[src/rtl/servo_motion_sequencer.sv]
// servo_motion_sequencer
//   Accepts a target angle over a valid/ready handshake, then slews the angle
//   driven into the servo PWM path toward that target. The angle moves by at
//   most STEP degrees per PWM frame. Once it reaches the target, the block
//   holds for SETTLE_FRAMES frames and then pulses o_Done. o_Angle drives
//   angle_decoder.angle directly, so every output comes straight from a flop.
//
// Ports
//   i_Clk           system clock
//   clr             synchronous active-high reset
//   i_Frame_Start   1-cycle pulse at each 20 ms PWM frame wrap
//   i_Target_Valid  target offered
//   i_Target_Angle  requested angle, degrees (clamped to MAX_ANGLE)
//   o_Target_Ready  high only in IDLE
//   i_Abort         stop the move and hold the present angle
//   o_Angle         angle to angle_decoder
//   o_Busy          high in RAMP or SETTLE
//   o_Done          1-cycle pulse when a move completes its settle
//
// state  | meaning
// -------+-------------------------------------------------------------
// IDLE   | holding o_Angle, ready for a new target
// RAMP   | stepping o_Angle toward tgt on each frame pulse
// SETTLE | at tgt, counting frame pulses up to SETTLE_FRAMES

module servo_motion_sequencer #(
    parameter int ANGLE_W       = 9,
    parameter int MAX_ANGLE     = 180,
    parameter int INIT_ANGLE    = 90,
    parameter int STEP          = 2,
    parameter int SETTLE_FRAMES = 3
) (
    input  logic               i_Clk,
    input  logic               clr,
    input  logic               i_Frame_Start,
    input  logic               i_Target_Valid,
    input  logic [ANGLE_W-1:0] i_Target_Angle,
    output logic               o_Target_Ready,
    input  logic               i_Abort,
    output logic [ANGLE_W-1:0] o_Angle,
    output logic               o_Busy,
    output logic               o_Done
);

    localparam int CNT_W = (SETTLE_FRAMES > 0) ? $clog2(SETTLE_FRAMES + 1) : 1;

    localparam logic [ANGLE_W-1:0] MAX_A    = ANGLE_W'(MAX_ANGLE);
    localparam logic [ANGLE_W-1:0] INIT_A   = ANGLE_W'(INIT_ANGLE);
    localparam logic [ANGLE_W:0]   STEP_W   = (ANGLE_W + 1)'(STEP);
    localparam logic [CNT_W-1:0]   SETTLE_N = CNT_W'(SETTLE_FRAMES);

    typedef enum logic [1:0] {
        IDLE   = 2'd0,
        RAMP   = 2'd1,
        SETTLE = 2'd2
    } state_t;

    state_t             state;
    logic [ANGLE_W-1:0] tgt;
    logic [CNT_W-1:0]   settle_cnt;

    logic [ANGLE_W-1:0] tgt_clamped;
    logic               ramp_up;
    logic [ANGLE_W:0]   ramp_diff;
    logic [ANGLE_W:0]   ramp_amt;
    logic [ANGLE_W:0]   ramp_wide;
    logic [ANGLE_W-1:0] ramp_next;
    logic [CNT_W-1:0]   settle_inc;

    always_comb begin
        tgt_clamped = (i_Target_Angle > MAX_A) ? MAX_A : i_Target_Angle;

        // One extra bit so the difference and the step never wrap; the step
        // is limited to the remaining distance, so o_Angle cannot overshoot.
        ramp_up   = (tgt > o_Angle);
        ramp_diff = ramp_up ? ({1'b0, tgt} - {1'b0, o_Angle})
                            : ({1'b0, o_Angle} - {1'b0, tgt});
        ramp_amt  = (ramp_diff > STEP_W) ? STEP_W : ramp_diff;
        ramp_wide = ramp_up ? ({1'b0, o_Angle} + ramp_amt)
                            : ({1'b0, o_Angle} - ramp_amt);
        ramp_next = ramp_wide[ANGLE_W-1:0];

        settle_inc = settle_cnt + 1'b1;
    end

    always_ff @(posedge i_Clk) begin
        if (clr) begin
            state          <= IDLE;
            o_Angle        <= INIT_A;
            tgt            <= INIT_A;
            settle_cnt     <= '0;
            o_Target_Ready <= 1'b1;
            o_Busy         <= 1'b0;
            o_Done         <= 1'b0;
        end else begin
            o_Done <= 1'b0;
            case (state)
                IDLE: begin
                    if (i_Target_Valid && o_Target_Ready) begin
                        tgt            <= tgt_clamped;
                        settle_cnt     <= '0;
                        o_Target_Ready <= 1'b0;
                        o_Busy         <= 1'b1;
                        state          <= (tgt_clamped != o_Angle) ? RAMP : SETTLE;
                    end
                end

                RAMP: begin
                    // Abort takes priority over a coincident frame pulse.
                    if (i_Abort) begin
                        tgt            <= o_Angle;
                        o_Target_Ready <= 1'b1;
                        o_Busy         <= 1'b0;
                        state          <= IDLE;
                    end else if (i_Frame_Start) begin
                        o_Angle <= ramp_next;
                        if (ramp_next == tgt) begin
                            settle_cnt <= '0;
                            state      <= SETTLE;
                        end
                    end
                end

                SETTLE: begin
                    if (i_Abort) begin
                        tgt            <= o_Angle;
                        o_Target_Ready <= 1'b1;
                        o_Busy         <= 1'b0;
                        state          <= IDLE;
                    end else if ((settle_cnt == SETTLE_N) ||
                                 (i_Frame_Start && (settle_inc == SETTLE_N))) begin
                        // The first term covers SETTLE_FRAMES=0; otherwise the
                        // block exits on the pulse that brings the count to the limit.
                        o_Done         <= 1'b1;
                        o_Target_Ready <= 1'b1;
                        o_Busy         <= 1'b0;
                        state          <= IDLE;
                    end else if (i_Frame_Start) begin
                        settle_cnt <= settle_inc;
                    end
                end

                default: begin
                    o_Target_Ready <= 1'b1;
                    o_Busy         <= 1'b0;
                    state          <= IDLE;
                end
            endcase
        end
    end

endmodule
[config.mk]
export PLATFORM = sky130hd
export DESIGN_NAME = servo_motion_sequencer
export DESIGN_NICKNAME = d
export VERILOG_FILES = /design/src/rtl/servo_motion_sequencer.sv
export SDC_FILE = /design/constraint.sdc
export NUM_CORES = 1
export LEC_CHECK = 0
export ABC_AREA = 1
export BUFFER_PORTS_ARGS = -buffer_cell sky130_fd_sc_hd__buf_2
export CAP_MARGIN = 5
export CORE_ASPECT_RATIO = 0.7
export CORE_MARGIN = 2
export CORE_UTILIZATION = 39
export CTS_CLUSTER_DIAMETER = 60
export DETAILED_ROUTE_END_ITERATION = 6
export SKIP_CTS_REPAIR_TIMING = 1
export SLEW_MARGIN = 15
export SYNTH_ARGS = -nofsm -noshare
export SYNTH_HDL_FRONTEND = slang
export SYNTH_SLANG_ARGS = --single-unit
[constraint.sdc]
create_clock -name i_Clk -period 4.5 [get_ports i_Clk]
set_input_delay 0.45 -clock i_Clk [delete_from_list [all_inputs] [get_ports i_Clk]]
set_output_delay 0.45 -clock i_Clk [all_outputs]
set_load 0.01 [all_outputs]
==> flow_summary.toml, run 1 <==
[run_status]
run_status = "finished, violations left"
failed_checks = "setup timing"

[floorplan]
core_area_um2 = 7320
die_w_um = 108
start_util = 0.403
rows = 26
io_pins = 26
dieArea_um2 = 8290
die_y_um = 76.8

[timing]
finalMaxSlewViolations = 0
finalSetupViolations = 4
post-route-min-period_ps = 4560
skew_ps = 1.11
max_slew_margin = 0.465
period_share = 1.01
hold_violations = 0
holdWs_ps = 386
worstMarginPinSlew_ps = 799
fmax_mhz = 219
setup_ws_ps = -62.5
rsz0062_at_grt = "yes"

[critical_path]
cp-start-kind = "register"
end_kind = "register"
worst-path-buf-inv = 5
slowest_delay_ps = 620
path_max_fanout = 6
critPathKind = "register to register"
cp.required_ps = 4680
slowest_stage = "fa_2"
cp_data_arrival_time_ps = 4740
cp_top_family = "simple AND/OR/NAND/NOR gates"

[route]
route.detailed.drc = 0
num_vias = 3353
ant_nets = 0
routed_via_density = 5.08
wl_per_cell_um = 14.7
firstDrtPassIters = 5
drt_iter0_drc = 294
finalWirelength_um = 9710

[final_layout]
antenna_cells = 0
fin_cells = 660
area_delta_synth_final_pct = 31.2
drive_gt1_frac = 0.279
nNetsFinal = 612
design_area_um2 = 3870

[global_routing]
grt_pass1_wl_um = 14800
grt_pass1_vias = 2930
antenna_found_initial = 0
grt_max_degree = 16
grt_usage = 0.225
grt_overflow = 0

[synthesis]
synth_top_area_frac = 0.176
postSynthCellCount = 489
synth_top_area_cell = "nand2_1"
synth_edf_count = 0
ys.flop_type = "dfxtp_1"
synth.cell_area_um2 = 2950
synth.area.top_cells = "nand2_1, dfxtp_1, ha_1, inv_1, a21oi_1"
synthArstFlopShare = 0
syn_avg_cell_area_um2 = 6.03
ys_warn_count = 0
ys_types = 37
ys_ff_latch = 25
synth_fp_nets = 538
yosysSeqAreaShare = 0.170

[place]
dp.cells = 646
gp_congestion = 0.939
dp_hpwl_um = 7720
numPortBuffers = 25
dpl_cell_area_um2 = 3480
pre_cts_ws_ps = -243

[clock_tree]
cts_made_buffers = 3
clk_pin_slew_ps = 90
h-tree-depth = 1
cts_sinks = 25
ctsRootBufferMaster = "clkbuf_8"
clk_path_buf_depth = 2
cts_tree = "built"
clock_latency_ps = 280

[hold_path]
min_path_type = "input port to register"

[run]
maxCapViolations = 0
-- area by class of cell --
| class | instances | area [µm²] |
|---|---|---|
| clock buffers | 3 | 41.3 |
| clock inverters | 1 | 7.51 |
| fillers | 770 | 3450 |
| inverters | 82 | 313 |
| multi-input cells | 372 | 2330 |
| flip-flops and latches | 25 | 512 |
| well taps | 98 | 123 |
| repair buffers | 79 | 542 |
-- cells in the mapped netlist, drive strengths merged (2+ instances only) --
library cell	count
nand3b	6
dfxtp	25
or2	2
nor3	2
buf	5
inv	82
clkbuf	5
xor2	9
nand3	35
o21a	2
a21oi	48
o21bai	4
o211ai	2
o21ai	30
a221oi	3
nand2	142
nor2	38
nand4	4
mux2i	2
fa	3
xnor2	4
ha	32
-- metal layers --
metal / share of wire / wire, µm / vias up / track usage
met5: 0 / 0 / - / 0
met4: 0.0036 / 35 / 0 / 0.0244
met3: 0.073 / 713 / 8 / 0.0298
met2: 0.41 / 4030 / 95 / 0.316
met1: 0.51 / 4930 / 1535 / 0.367
li1: - / - / 1715 / -
-- worst register-to-register path: cells and delay by family, from the launching register on --
kind / cells / cell delay (ps)
compound gates: 2 / 230
fa+ha+maj: 4 / 1350
buf+inv: 5 / 340
flops: 1 / 350
mux: 1 / 170
simple gates: 19 / 2000
-- through the flow --
| stage | util | setup TNS (ps) |
|---|---|---|
| 6_report | 0.529 | -192 |
| 5_1_grt | 0.529 | -1400 |
| 4_1_cts | 0.482 | -1010 |
| 3_5_place_dp | 0.475 | -890 |
| 3_3_place_gp | 0.475 | -682 |
| 2_1_floorplan | - | 0 |
-- registers in the layout (all words and copies together) (netlist names) --
name,flops
o_Busy,1
settle_cnt,2
tgt,9
state,2
o_Target_Ready,1
o_Done,1
o_Angle,9
-- logic make-up (layout without fill, tap and decap cells) --
logic type | after synthesis | count (layout) | synth area share
buffers and inverters | 92 | 165 | 0.123
adder cells (fa/ha/maj) | 35 | 35 | 0.156
AND/OR/NAND/NOR | 230 | 230 | 0.336
AO/OA/AOI/OAI | 92 | 92 | 0.170
flip-flops | 25 | 25 | 0.170
XOR/XNOR | 13 | 13 | 0.0386
multiplexers | 2 | 2 | 0.00679
-- cells in the final DEF, fill, tap and decap left out, drive strengths merged, types with 3 or more instances in the layout --
cell type / count
a21oi: 48
nor2: 38
dfxtp: 25
o21bai: 4
inv: 82
nand3b: 6
xnor2: 4
nand4: 4
fa: 3
buf: 79
nand3: 35
o21ai: 30
xor2: 9
clkbuf: 3
a221oi: 3
ha: 32
nand2: 142
-- worst paths after layout --
path | to | from | slack, ps | depth (start not counted)
hold reg to reg | o_Busy | o_Busy | 480 | 2
setup / recovery | settle_cnt[0] | tgt[0] | -60 | 31
setup reg to reg | settle_cnt[0] | tgt[0] | -60 | 31
hold / removal | o_Done | i_Abort | 390 | 2
Power of run 1 is left out: the tool's default activity adds up to more than one toggle a clock period on the data nets, which glitch-free logic cannot reach.
==> run 2, diff against run 1 <==
CORE_ASPECT_RATIO = 2   (was 0.7)
==> run 2 against run 1 <==
Compared with the run above: the run still ends with setup timing left; count of clock-buffer cells in the layout rose by 1; critical path depth is 1 lower; worst hold slack better by 18 ps; die area increased by 0.37%; flip-flop and latch count is the same; final cell count down 0.45%; sequential share of layout area is 0.087 points lower; register-to-register slack about the same; via count rose by 1.6%; first-iteration DRC count decreased by 51%; largest cell class unchanged.
==> flow_summary.toml, run 2 (synthesis gave the netlist of run 1 again) <==
[run_status]
run_status = "finished, violations left"
failed_checks = "setup timing"

[timing]
setup_tns_ps = -205
worstMarginPinSlew_ps = 885
setup_ws_ps = -69.7
finalMaxSlewViolations = 0
skew_ps = 2.23
hold_violations = 0
finalSetupViolations = 4
rsz0062_at_grt = "yes"
fmax_mhz = 219
max_slew_margin = 0.408
period_share = 1.02
post-route-min-period_ps = 4570

[route]
routed.top_layer = "met4"
route.detailed.drc = 0
num_vias = 3405
wl_met1_um = 3350
drt_iter0_drc = 143
routed_via_density = 5.18
finalWirelength_um = 10300
wl_met2_um = 5950
wl_met3_um = 339
wl_per_cell_um = 15.7
firstDrtPassIters = 5
ant_nets = 0

[final_layout]
drive_gt1_frac = 0.287
final_cell_mix = "nand2_1, inv_1, buf_4"
fillCellCount = 754
nNetsFinal = 615
top_regs = "o_Angle: 9 flops, tgt: 9 flops"
final_common_cell = "nand2_1"
area_delta_synth_final_pct = 33.4
antenna_cells = 0

[clock_tree]
cts_made_buffers = 3
clk_path_buf_depth = 2
cts_sinks = 25
ctsRootBufferMaster = "clkbuf_16"
h-tree-depth = 1
cts_tree = "built"
clock_latency_ps = 270
clk_pin_slew_ps = 60

[critical_path]
path_max_fanout = 4
end_kind = "register"
cp_data_arrival_time_ps = 4730
startpoint = "o_Angle[0]"
cp.required_ps = 4660
ff2ff_path_depth = 30
r2r-start = "o_Angle[0]"
path_common_cell = "nor2_2"
critPathKind = "register to register"
slowest_delay_ps = 570
endpoint = "settle_cnt[1]"
cp-start-kind = "register"
slowest_stage = "fa_1"
r2r_slack_ps = -70
r2r_end = "settle_cnt[1]"

[place]
numPortBuffers = 25
gp_congestion = 0.960
dp_hpwl_um = 8400

[hold_path]
min_path_type = "input port to register"
holdPathStages = 2

[floorplan]
core_area_um2 = 7320
die_y_um = 127
start_util = 0.403
rows = 44
dieArea_um2 = 8320
die_w_um = 65.5
io_pins = 26

[global_routing]
grt_pass1_vias = 3281
grt_usage = 0.251
grt_overflow = 0
grt_pass1_wl_um = 15600
grt_max_degree = 16
antenna_found_initial = 0

[run]
maxCapViolations = 0
-- run 2: per-stage QoR --
step,util,cells,area (µm²),hold slack [ps],setup WS [ps]
after floorplan,-,489,2950,477,190
final,0.537,657,3940,405,-69.7
after CTS,0.489,648,3580,407,-171
after global routing,0.537,657,3940,425,-357
after global placement,0.478,644,3500,460,-117
after detailed placement,0.478,644,3500,480,-133
-- run 2: critical path, delay by kind of cell (launching register included) --
family          cells  cell delay [ps]
compound gates      3              430
xor+xnor            1               80
fa+ha+maj           4             1330
buf+inv             3              170
flops               1              360
mux                 1              220
simple gates       18             1860
-- run 2: how the worst min path moves through the flow --
stage | start | to | slack (ps)
after floorplan | state[1] | state[1] | 480
after global placement | o_Busy | o_Busy | 460
after detailed placement | o_Busy | o_Busy | 480
after CTS | i_Abort | o_Done | 410
after global routing | i_Abort | o_Done | 420
final | i_Abort | o_Done | 400
-- run 2: final cells by class --
cell class,instances,area (µm²),share of cell area
Clock buffer,4,78.8,0.0200
Inverter,82,313,0.0795
Tap cell,92,115,0.0293
Sequential cell,25,517,0.131
Multi-Input combinational cell,372,2350,0.597
Timing Repair Buffer,82,561,0.142
-- run 2: metal layers --
metal,global-route usage,up-vias
li1,-,1720
met1,0.232,1521
met2,0.500,117
met3,0.0123,47
met4,0.163,0
met5,0,-
Power of run 2 is left out for the same reason.
==> run 3, diff against run 2 <==
CTS_BUF_LIST = sky130_fd_sc_hd__clkbuf_8   (was default)
PLACE_DENSITY_LB_ADDON = 0.05   (was default)
==> run 3 against run 2 <==
Compared with the run above: the run still ends with setup timing left; flip-flop and latch count stayed put; final cell count up 1.2%; routed wire length fell by 1.2%; critical path depth is 1 higher; critical path type unchanged; count of clock-buffer cells in the layout shrank 1; first-iteration DRC count increased by 8.4%; clock skew up 4.3 ps; non-clock buffer count increased by 8.
==> flow_summary.toml, run 3 (synthesis gave the netlist of run 1 again) <==
[route]
ant_nets = 0
routed_via_density = 5.15
drt_iter0_drc = 155
firstDrtPassIters = 5
wl_per_cell_um = 15.3
finalWirelength_um = 10200
num_vias = 3422
route.detailed.drc = 0

[critical_path]
r2r_end = "settle_cnt[1]"
cp_data_arrival_time_ps = 4750
cp-start-kind = "register"
critPathKind = "register to register"
r2r_slack_ps = -60
endpoint = "settle_cnt[1]"
cp.required_ps = 4690
r2r-start = "tgt[0]"
slowest_stage = "fa_2"
path_max_fanout = 6
end_kind = "register"
startpoint = "tgt[0]"
path_common_cell = "inv_2"
slowest_delay_ps = 580
ff2ff_path_depth = 31

[timing]
worstMarginPinSlew_ps = 792
hold_violations = 0
skew_ps = 6.53
period_share = 1.01
fmax_mhz = 219
setup_ws_ps = -57.6
finalSetupViolations = 4
post-route-min-period_ps = 4560
holdWs_ps = 379
max_slew_margin = 0.470
finalMaxSlewViolations = 0
rsz0062_at_grt = "yes"

[global_routing]
use_met1 = 0.243
use_met2 = 0.510
busiest_layer = "met2"
grtUsageMet3 = 0.00968
grt_overflow = 0
antenna_found_initial = 0
grt_pass1_vias = 3442
grt_max_degree = 16
grt_usage = 0.252
grt_pass1_wl_um = 16000

[final_layout]
design_area_um2 = 4000
area_delta_synth_final_pct = 35.4
antenna_cells = 0
top_regs = "o_Angle: 9 flops, tgt: 9 flops"
drive_gt1_frac = 0.297
fillCellCount = 786
final_common_cell = "nand2_1"
final_cell_mix = "nand2_1, inv_1, buf_4"
nNetsFinal = 623

[clock_tree]
cts_sinks = 25
clock_latency_ps = 280
ctsRootBufferMaster = "clkbuf_8"
clk_path_buf_depth = 2
cts_tree = "built"
cts_made_buffers = 3
clk_pin_slew_ps = 90
h-tree-depth = 1

[place]
dpl_cell_area_um2 = 3570
numPortBuffers = 25
dp_hpwl_um = 8360
gp_congestion = 0.897

[run_status]
failed_checks = "setup timing"
run_status = "finished, violations left"

[hold_path]
min_path_type = "input port to register"

[run]
maxCapViolations = 0

[floorplan]
rows = 44
die_y_um = 127
die_w_um = 65.5
io_pins = 26
start_util = 0.403
core_area_um2 = 7320
dieArea_um2 = 8320
## run 3: cell types whose count changed in the layout (fill, tap and decap cells not counted), sizes merged
| cell | change |
|---|---|
| buf | +8 |
| clkbuf | -1 |
| clkinv | +1 |
## run 3: critical path, delay by kind of cell, from the launching register on
kind,cells,cell delay [ps]
AO/OA/AOI/OAI,2,230
flip-flops,1,340
buffers and inverters,5,320
adder cells (fa/ha/maj),4,1330
multiplexers,1,210
AND/OR/NAND/NOR,19,2040
## run 3: how the worst min path moves through the flow
| stage | endpoint | start | cells past startpoint | slack [ps] |
|---|---|---|---|---|
| floorplan | state[1] | state[1] | 2 | 480 |
| global placement | o_Busy | o_Busy | 2 | 470 |
| detailed placement | o_Busy | o_Busy | 2 | 480 |
| CTS | o_Done | i_Abort | 2 | 380 |
| global route | o_Done | i_Abort | 2 | 390 |
| finish | o_Done | i_Abort | 2 | 380 |
## run 3: cell type report
class	count	area, µm²	area share
multi-input combinational	372	2380	0.597
timing repair buffer	90	624	0.156
sequential	25	513	0.128
inverter	82	313	0.0783
tap	92	115	0.0288
clock buffer	3	41.3	0.0103
clock inverter	1	5.00	0.00125
## run 3: layer usage
layer,routed length [µm],part of all wire
met2,5980,0.59
met4,449,0.044
met1,3530,0.35
met5,0,0
met3,226,0.022
## run 3: metrics by stage
step	util	instances	setup WS (ps)	setup TNS [ps]
finish	0.546	665	-57.6	-146
global route	0.546	665	-330	-1170
CTS	0.493	657	-261	-984
detailed placement	0.487	653	-230	-858
global placement	0.487	653	-162	-606
floorplan	-	489	190	0
Power of run 3 is left out for the same reason.
